## src/rtl/mem_pkg.sv

```systemverilog
// Shared types and helpers for the dcache refill path.
//   ADDR_W / BLOCK_DW : default address width and dcache block width
//   MemReq            : one memory request (read/write flags, address, block data)
//   refill_state_t    : refill controller FSM states
//   block_align()     : clears the byte-offset bits of an address
package mem_pkg;

  localparam int unsigned ADDR_W   = 32;
  localparam int unsigned BLOCK_DW = 256;

  typedef struct packed {
    logic                read;
    logic                write;
    logic [ADDR_W-1:0]   address;
    logic [BLOCK_DW-1:0] data;
  } MemReq;

  typedef enum logic [2:0] {
    IDLE = 3'd0,
    WB   = 3'd1,
    RD   = 3'd2,
    WAIT = 3'd3,
    HOLD = 3'd4,
    ERR  = 3'd5
  } refill_state_t;

  function automatic logic [ADDR_W-1:0] block_align(input logic [ADDR_W-1:0] addr,
                                                    input int unsigned       offset_bits);
    logic [ADDR_W-1:0] mask;
    mask = ~((ADDR_W'(1) << offset_bits) - ADDR_W'(1));
    return addr & mask;
  endfunction

endpackage

```

## src/rtl/dcache_refill_ctrl_timer.sv

```systemverilog
// Response-latency supervisor for the refill controller.
//   clk, rst     : clock, async active-high reset
//   clear_i      : new miss; clears the cycle counter and the retry count
//   retry_i      : a read is being re-issued; restarts the window, counts one retry
//   enable_i     : count this cycle (read issued / waiting for the response)
//   hit_o        : the counter has reached TIMEOUT_CYCLES-1
//   exhausted_o  : MAX_RETRIES re-issues have already been made
module refill_timeout_timer #(
  parameter int unsigned TIMEOUT_CYCLES = 256,
  parameter int unsigned MAX_RETRIES    = 3
) (
  input  logic clk,
  input  logic rst,
  input  logic clear_i,
  input  logic retry_i,
  input  logic enable_i,
  output logic hit_o,
  output logic exhausted_o
);

  localparam int unsigned CNT_W = $clog2(TIMEOUT_CYCLES) + 1;
  localparam int unsigned RTY_W = (MAX_RETRIES < 1) ? 1 : $clog2(MAX_RETRIES + 1);
  localparam logic [CNT_W-1:0] CNT_SAT  = '1;
  localparam logic [CNT_W-1:0] CNT_LAST = CNT_W'(TIMEOUT_CYCLES - 1);
  localparam logic [RTY_W-1:0] RTY_MAX  = RTY_W'(MAX_RETRIES);

  logic [CNT_W-1:0] count_q, count_d;
  logic [RTY_W-1:0] retry_q, retry_d;

  always_comb begin
    count_d = count_q;
    retry_d = retry_q;
    // Counter saturates rather than wrapping so a stuck window can never alias back to zero.
    if (clear_i || retry_i)                  count_d = '0;
    else if (enable_i && count_q != CNT_SAT) count_d = count_q + CNT_W'(1);
    if (clear_i)                             retry_d = '0;
    else if (retry_i && retry_q != RTY_MAX)  retry_d = retry_q + RTY_W'(1);
  end

  always_ff @(posedge clk or posedge rst) begin
    if (rst) begin
      count_q <= '0;
      retry_q <= '0;
    end else begin
      count_q <= count_d;
      retry_q <= retry_d;
    end
  end

  assign hit_o       = (count_q == CNT_LAST);
  assign exhausted_o = (retry_q == RTY_MAX);

endmodule

```

## src/rtl/dcache_refill_ctrl.sv

```systemverilog
// DCache miss initiator: optional victim writeback, block read, refill hold,
// with timeout/retry supervision of the read response.
//   miss_*      : miss request from the dcache (valid/ready; miss_ready_o high only in IDLE)
//   victim_*    : victim block written back first when miss_dirty_i is set
//   refill_*    : captured block offered to the dcache (valid/ready)
//   mem_rd_* / mem_wr_* : single-cycle registered request pulses, block-aligned addresses
//   mem_resp_*  : read response pulse from memory (no backpressure)
//   stray_resp_o: one-cycle pulse for every response that was not accepted
//   error_o     : sticky, retries exhausted; only reset clears it
//   state_o     : current FSM state, for debug/observation
// Handshakes: a transfer happens on a rising edge where valid and ready are both high;
// valid is held stable with its payload until that edge.
module dcache_refill_ctrl
  import mem_pkg::*;
#(
  parameter int unsigned DCACHE_BLOCK_DW = 256,
  parameter int unsigned ADDRESS_BITS    = 32,
  parameter int unsigned TIMEOUT_CYCLES  = 256,
  parameter int unsigned MAX_RETRIES     = 3
) (
  input  logic                       clk,
  input  logic                       rst,
  input  logic                       miss_valid_i,
  output logic                       miss_ready_o,
  input  logic [ADDRESS_BITS-1:0]    miss_address_i,
  input  logic                       miss_dirty_i,
  input  logic [ADDRESS_BITS-1:0]    victim_address_i,
  input  logic [DCACHE_BLOCK_DW-1:0] victim_data_i,
  output logic                       refill_valid_o,
  input  logic                       refill_ready_i,
  output logic [ADDRESS_BITS-1:0]    refill_address_o,
  output logic [DCACHE_BLOCK_DW-1:0] refill_data_o,
  output logic                       mem_rd_valid_o,
  output logic [ADDRESS_BITS-1:0]    mem_rd_address_o,
  output logic                       mem_wr_valid_o,
  output logic [ADDRESS_BITS-1:0]    mem_wr_address_o,
  output logic [DCACHE_BLOCK_DW-1:0] mem_wr_data_o,
  input  logic                       mem_resp_valid_i,
  input  logic [ADDRESS_BITS-1:0]    mem_resp_address_i,
  input  logic [DCACHE_BLOCK_DW-1:0] mem_resp_data_i,
  output logic                       stray_resp_o,
  output logic                       error_o,
  output refill_state_t              state_o
);

  localparam int unsigned OFFSET_BITS = $clog2(DCACHE_BLOCK_DW / 8);

  refill_state_t              state_q;
  logic                       miss_ready_q, refill_valid_q, rd_valid_q, wr_valid_q;
  logic                       stray_q, error_q;
  logic [ADDRESS_BITS-1:0]    addr_q, wr_addr_q;
  logic [DCACHE_BLOCK_DW-1:0] wr_data_q, refill_data_q;

  logic resp_hit, timeout, retry_fire, timer_hit, retries_done;

  // Only a response in WAIT whose block matches the outstanding miss is accepted.
  assign resp_hit   = (state_q == WAIT) && mem_resp_valid_i &&
                      (block_align(mem_resp_address_i, OFFSET_BITS) == addr_q);
  assign timeout    = (state_q == WAIT) && timer_hit;
  // A response landing on the expiry cycle wins: no re-issue.
  assign retry_fire = timeout && !resp_hit && !retries_done;

  // The RD cycle is the first cycle of each timeout window, so re-issues are
  // spaced exactly TIMEOUT_CYCLES apart.
  refill_timeout_timer #(
    .TIMEOUT_CYCLES (TIMEOUT_CYCLES),
    .MAX_RETRIES    (MAX_RETRIES)
  ) u_timer (
    .clk         (clk),
    .rst         (rst),
    .clear_i     (state_q == IDLE),
    .retry_i     (retry_fire),
    .enable_i    ((state_q == RD) || (state_q == WAIT)),
    .hit_o       (timer_hit),
    .exhausted_o (retries_done)
  );

  always_ff @(posedge clk or posedge rst) begin
    if (rst) begin
      state_q        <= IDLE;
      miss_ready_q   <= 1'b1;
      refill_valid_q <= 1'b0;
      rd_valid_q     <= 1'b0;
      wr_valid_q     <= 1'b0;
      stray_q        <= 1'b0;
      error_q        <= 1'b0;
      addr_q         <= '0;
      wr_addr_q      <= '0;
      wr_data_q      <= '0;
      refill_data_q  <= '0;
    end else begin
      rd_valid_q <= 1'b0;
      wr_valid_q <= 1'b0;
      stray_q    <= mem_resp_valid_i && !resp_hit;
      case (state_q)
        IDLE: begin
          if (miss_valid_i) begin
            addr_q       <= block_align(miss_address_i, OFFSET_BITS);
            wr_addr_q    <= block_align(victim_address_i, OFFSET_BITS);
            wr_data_q    <= victim_data_i;
            miss_ready_q <= 1'b0;
            if (miss_dirty_i) begin
              state_q    <= WB;
              wr_valid_q <= 1'b1;
            end else begin
              state_q    <= RD;
              rd_valid_q <= 1'b1;
            end
          end
        end
        // Write pulse is already on the bus; read follows in the next cycle so the
        // two requests never overlap.
        WB: begin
          state_q    <= RD;
          rd_valid_q <= 1'b1;
        end
        RD: state_q <= WAIT;
        WAIT: begin
          if (resp_hit) begin
            refill_data_q  <= mem_resp_data_i;
            refill_valid_q <= 1'b1;
            state_q        <= HOLD;
          end else if (timeout) begin
            if (!retries_done) begin
              state_q    <= RD;
              rd_valid_q <= 1'b1;
            end else begin
              state_q <= ERR;
              error_q <= 1'b1;
            end
          end
        end
        HOLD: begin
          if (refill_ready_i) begin
            refill_valid_q <= 1'b0;
            miss_ready_q   <= 1'b1;
            state_q        <= IDLE;
          end
        end
        ERR: ;
        default: begin
          state_q <= ERR;
          error_q <= 1'b1;
        end
      endcase
    end
  end

  assign miss_ready_o     = miss_ready_q;
  assign refill_valid_o   = refill_valid_q;
  assign refill_address_o = addr_q;
  assign refill_data_o    = refill_data_q;
  assign mem_rd_valid_o   = rd_valid_q;
  assign mem_rd_address_o = addr_q;
  assign mem_wr_valid_o   = wr_valid_q;
  assign mem_wr_address_o = wr_addr_q;
  assign mem_wr_data_o    = wr_data_q;
  assign stray_resp_o     = stray_q;
  assign error_o          = error_q;
  assign state_o          = state_q;

endmodule

```

## config.mk

```make
export PLATFORM = sky130hd
export DESIGN_NAME = dcache_refill_ctrl
export DESIGN_NICKNAME = d
export VERILOG_FILES = /design/src/rtl/mem_pkg.sv /design/src/rtl/dcache_refill_ctrl_timer.sv /design/src/rtl/dcache_refill_ctrl.sv
export SDC_FILE = /design/constraint.sdc
export NUM_CORES = 1
export LEC_CHECK = 0
export ABC_AREA = 1
export BUFFER_PORTS_ARGS = -buffer_cell sky130_fd_sc_hd__buf_2
export CAP_MARGIN = 20
export CORE_AREA = 5 5 481 483
export CTS_CLUSTER_SIZE = 30
export DETAILED_ROUTE_END_ITERATION = 7
export DIE_AREA = 0 0 486 488
export SLEW_MARGIN = 5
export SYNTH_ARGS = -nofsm -noshare
export SYNTH_HDL_FRONTEND = slang
export SYNTH_SLANG_ARGS = --single-unit
```

## constraint.sdc

```tcl
create_clock -name clk -period 16.1 [get_ports clk]
set_input_delay 0.805 -clock clk [delete_from_list [all_inputs] [get_ports clk]]
set_output_delay 0.805 -clock clk [all_outputs]
set_load 0.03 [all_outputs]
```

==> flow_metrics.py <==
metrics = {
    "status": {
        "status": "finished clean",
    },
    "synthesis": {
        "synthTopCellsByArea": "dfrtp_1 62%, nand2_1 24%, o21ai_0 6.0%, buf_4 2.1%, clkbuf_1 1.5%",
        "synth_commonest_cells": "1522 x nand2_1, 585 x dfrtp_1, 286 x o21ai_0, 96 x clkbuf_1, 76 x inv_1",
        "seq_area_frac_synth_pct": 62.0,
        "avgSynthCellArea_um2": 8.56,
        "yosys_warnings": 0,
        "syn-instance-count": 2766,
        "synth_top_area_cell": "dfrtp_1",
        "synth.ff_latch_count": 586,
        "synth.cell_area_um2": 23700,
        "synth.top_cell.area_share_pct": 61.8,
        "synth_most_common_cell": "nand2_1",
        "ys_types": 27,
        "synth_top_flop_cell": "dfrtp_1",
        "synth_edf_count": 0,
        "synthArstFlopShare_pct": 100,
    },
    "finish": {
        "multi_input_area_um2": 7770,
        "layout.cells.non_filler": 7043,
        "syn_to_final_growth_pct": 50.5,
        "seq_area_um2": 14700,
        "stdcell_area_um2": 35600,
        "layout.nets": 4511,
        "filler_cell_count": 25990,
        "layout-drive-gt1-share_pct": 34.8,
    },
    "clock_tree": {
        "cts_tree": "built",
        "clk_pin_slew_ps": 60,
        "cts_made_buffers": 83,
        "cts_resized": 0,
        "cts_setup_buffers": 0,
        "cts.sinks": 586,
        "insertion_delay_ps": 710,
        "cts-hold-fix-buffers": 0,
        "h-tree-depth": 3,
        "cts_root_buf": "clkbuf_16",
        "cts_max_path_buffers": 3,
    },
    "route": {
        "postRouteAntennaNets": 0,
        "routed_wl_um": 195000,
        "drt_iter0_markers": 1806,
        "viasPerCell": 3.42,
        "routedWlPerCell_um": 27.7,
        "first_pass_iters": 5,
        "remaining_drc_errors": 0,
        "vias": 24082,
    },
    "global_route": {
        "overflow": 0,
        "grt_pass1_vias": 23240,
        "antenna_found_initial": 304,
        "grt_usage_pct": 15.8,
        "grt_pass1_wl_um": 243000,
        "grt_max_degree": 186,
    },
    "place": {
        "placed_area_um2": 32700,
        "gp_congestion": 0.892,
        "place_hpwl_um": 163000,
        "portBuffers": 1200,
        "placed_cells": 6817,
        "pre_cts_ws_ps": 11550,
    },
    "sta": {
        "finalMaxSlewViolations": 0,
        "max_slew_margin_pct": 25.8,
        "rsz0062_at_grt": "false",
        "finalCritPeriodShare_pct": 26.4,
        "setup_ws_ps": 11850,
        "finalSetupViolCount": 0,
        "worst_pin_slew_ps": 1110,
        "finClkSkew_ps": 26.1,
        "period_minus_slack_ps": 4250,
        "setup_tns_ps": 0,
        "clock.fmax_mhz": 235,
        "finalHoldViolCount": 0,
    },
    "power": {
        "power.leakage_uw": 0.0208,
        "vdd_drop_max_mv": 0.0652,
        "p_per_area_nw_per_um2": 98.5,
    },
    "hold_path": {
        "min_path_type": "primary input to async pin",
    },
    "job": {
        "maxCapViolations": 0,
    },
    "critical_path": {
        "critPathKind": "register to register",
        "worstPathMaxFanout": 78,
        "worst_setup_path_start_kind": "register",
        "worstPathArrival_ps": 4870,
        "critical_path.endpoint_type": "register",
        "cp.required_ps": 16720,
    },
    "floorplan": {
        "core_area_um2": 226000,
        "start_util_pct": 10.5,
        "rows": 175,
        "die_w_um": 486,
        "dieHeight_um": 488,
        "io_pins": 1231,
        "die_area_um2": 237000,
    },
}
==> sequential cells by signal, summed over array words and instances (netlist names) <==
name              cells
error_o               1
mem_rd_address_o     27
mem_rd_valid_o        1
mem_wr_address_o     27
mem_wr_data_o       256
mem_wr_valid_o        1
miss_ready_o          1
refill_data_o       256
refill_valid_o        1
state_o               3
stray_resp_o          1
u_timer.count_q       9
u_timer.retry_q       2
==> placed cells by master (no fill, tap or decap), types with 4 or more instances in the layout <==
cell type	count
ha_1	4
xor2_1	5
clkbuf_1	8
nand2_1	1519
clkbuf_8	16
clkbuf_16	84
nand3_1	16
nand4_1	6
diode_2	74
inv_6	5
dfrtp_1	585
clkinv_2	18
nor2_1	51
xnor2_1	7
buf_2	1200
o21ai_0	286
buf_4	21
inv_1	74
clkinvlp_4	13
conb_1	15
==> final cells by class <==
type | count | area share [%]
Sequential cell | 586 | 41.2
Multi-Input combinational cell | 1923 | 21.8
Timing Repair Buffer | 1222 | 17.4
Tap cell | 3009 | 10.6
Clock buffer | 108 | 6.60
Clock inverter | 44 | 1.09
Inverter | 77 | 0.843
Antenna cell | 74 | 0.520
==> report_power, final <==
| part | switching (uW) | internal (uW) |
|---|---|---|
| combinational | 72.9 | 58.2 |
| clock | 812 | 1080 |
| sequential | 3.31 | 1480 |
==> critical path: stages (launching register included) <==
cell,delay [ps]
dfrtp_1,660
inv_1,120
nand2_1,230
nand2_1,80
nor2_1,90
nand2_1,60
nor2_1,200
nand2_4,460
nor2_8,670
buf_4,730
nor2_1,170
nand2_1,190
nand2_2,160
nor2_1,120
==> cells by family after synthesis <==
| group | Yosys count | synth area share (%) |
|---|---|---|
| AND/OR/NAND/NOR | 1602 | 25.7 |
| flip-flops | 586 | 62.0 |
| AO/OA/AOI/OAI | 290 | 6.17 |
| buffers and inverters | 271 | 5.51 |
| XOR/XNOR | 12 | 0.444 |
| adder cells (fa/ha/maj) | 4 | 0.211 |
| other | 1 | 0.0158 |
==> per-layer routing <==
metal | routed length (um) | GRT usage, %
met2 | 88800 | 25.8
met4 | 9870 | 6.84
met3 | 34000 | 12.2
met1 | 61500 | 14.7
met5 | 695 | 0
==> worst paths after layout <==
kind	endpoint	cells past startpoint	from	slack, ps
min in group clk	mem_wr_data_o[104]$_DFFE_PP0P_	3	victim_data_i[104]	280
min	mem_wr_data_o[129]$_DFFE_PP0P_	2	rst	210
max in group asynchronous	mem_rd_address_o[9]$_DFFE_PP0P_	5	rst	12960
max reg2reg	u_timer.count_q[1]$_DFFE_PP0P_	13	mem_rd_address_o[5]$_DFFE_PP0P_	11850
max	u_timer.count_q[1]$_DFFE_PP0P_	13	mem_rd_address_o[5]$_DFFE_PP0P_	11850
min reg2reg	error_o$_DFFE_PP0P_	1	error_o$_DFFE_PP0P_	460
==> stage by stage <==
stage / utilization (%) / total power (uW) / hold slack, ps
after floorplan: - / 1550 / 473
after global placement: 14.4 / 1640 / 446
after detailed placement: 14.4 / 1640 / 453
after CTS: 15.6 / 3590 / 134
after global routing: 15.7 / 3650 / 222
final: 15.7 / 3510 / 214
Power figures use the tool's default switching activity.
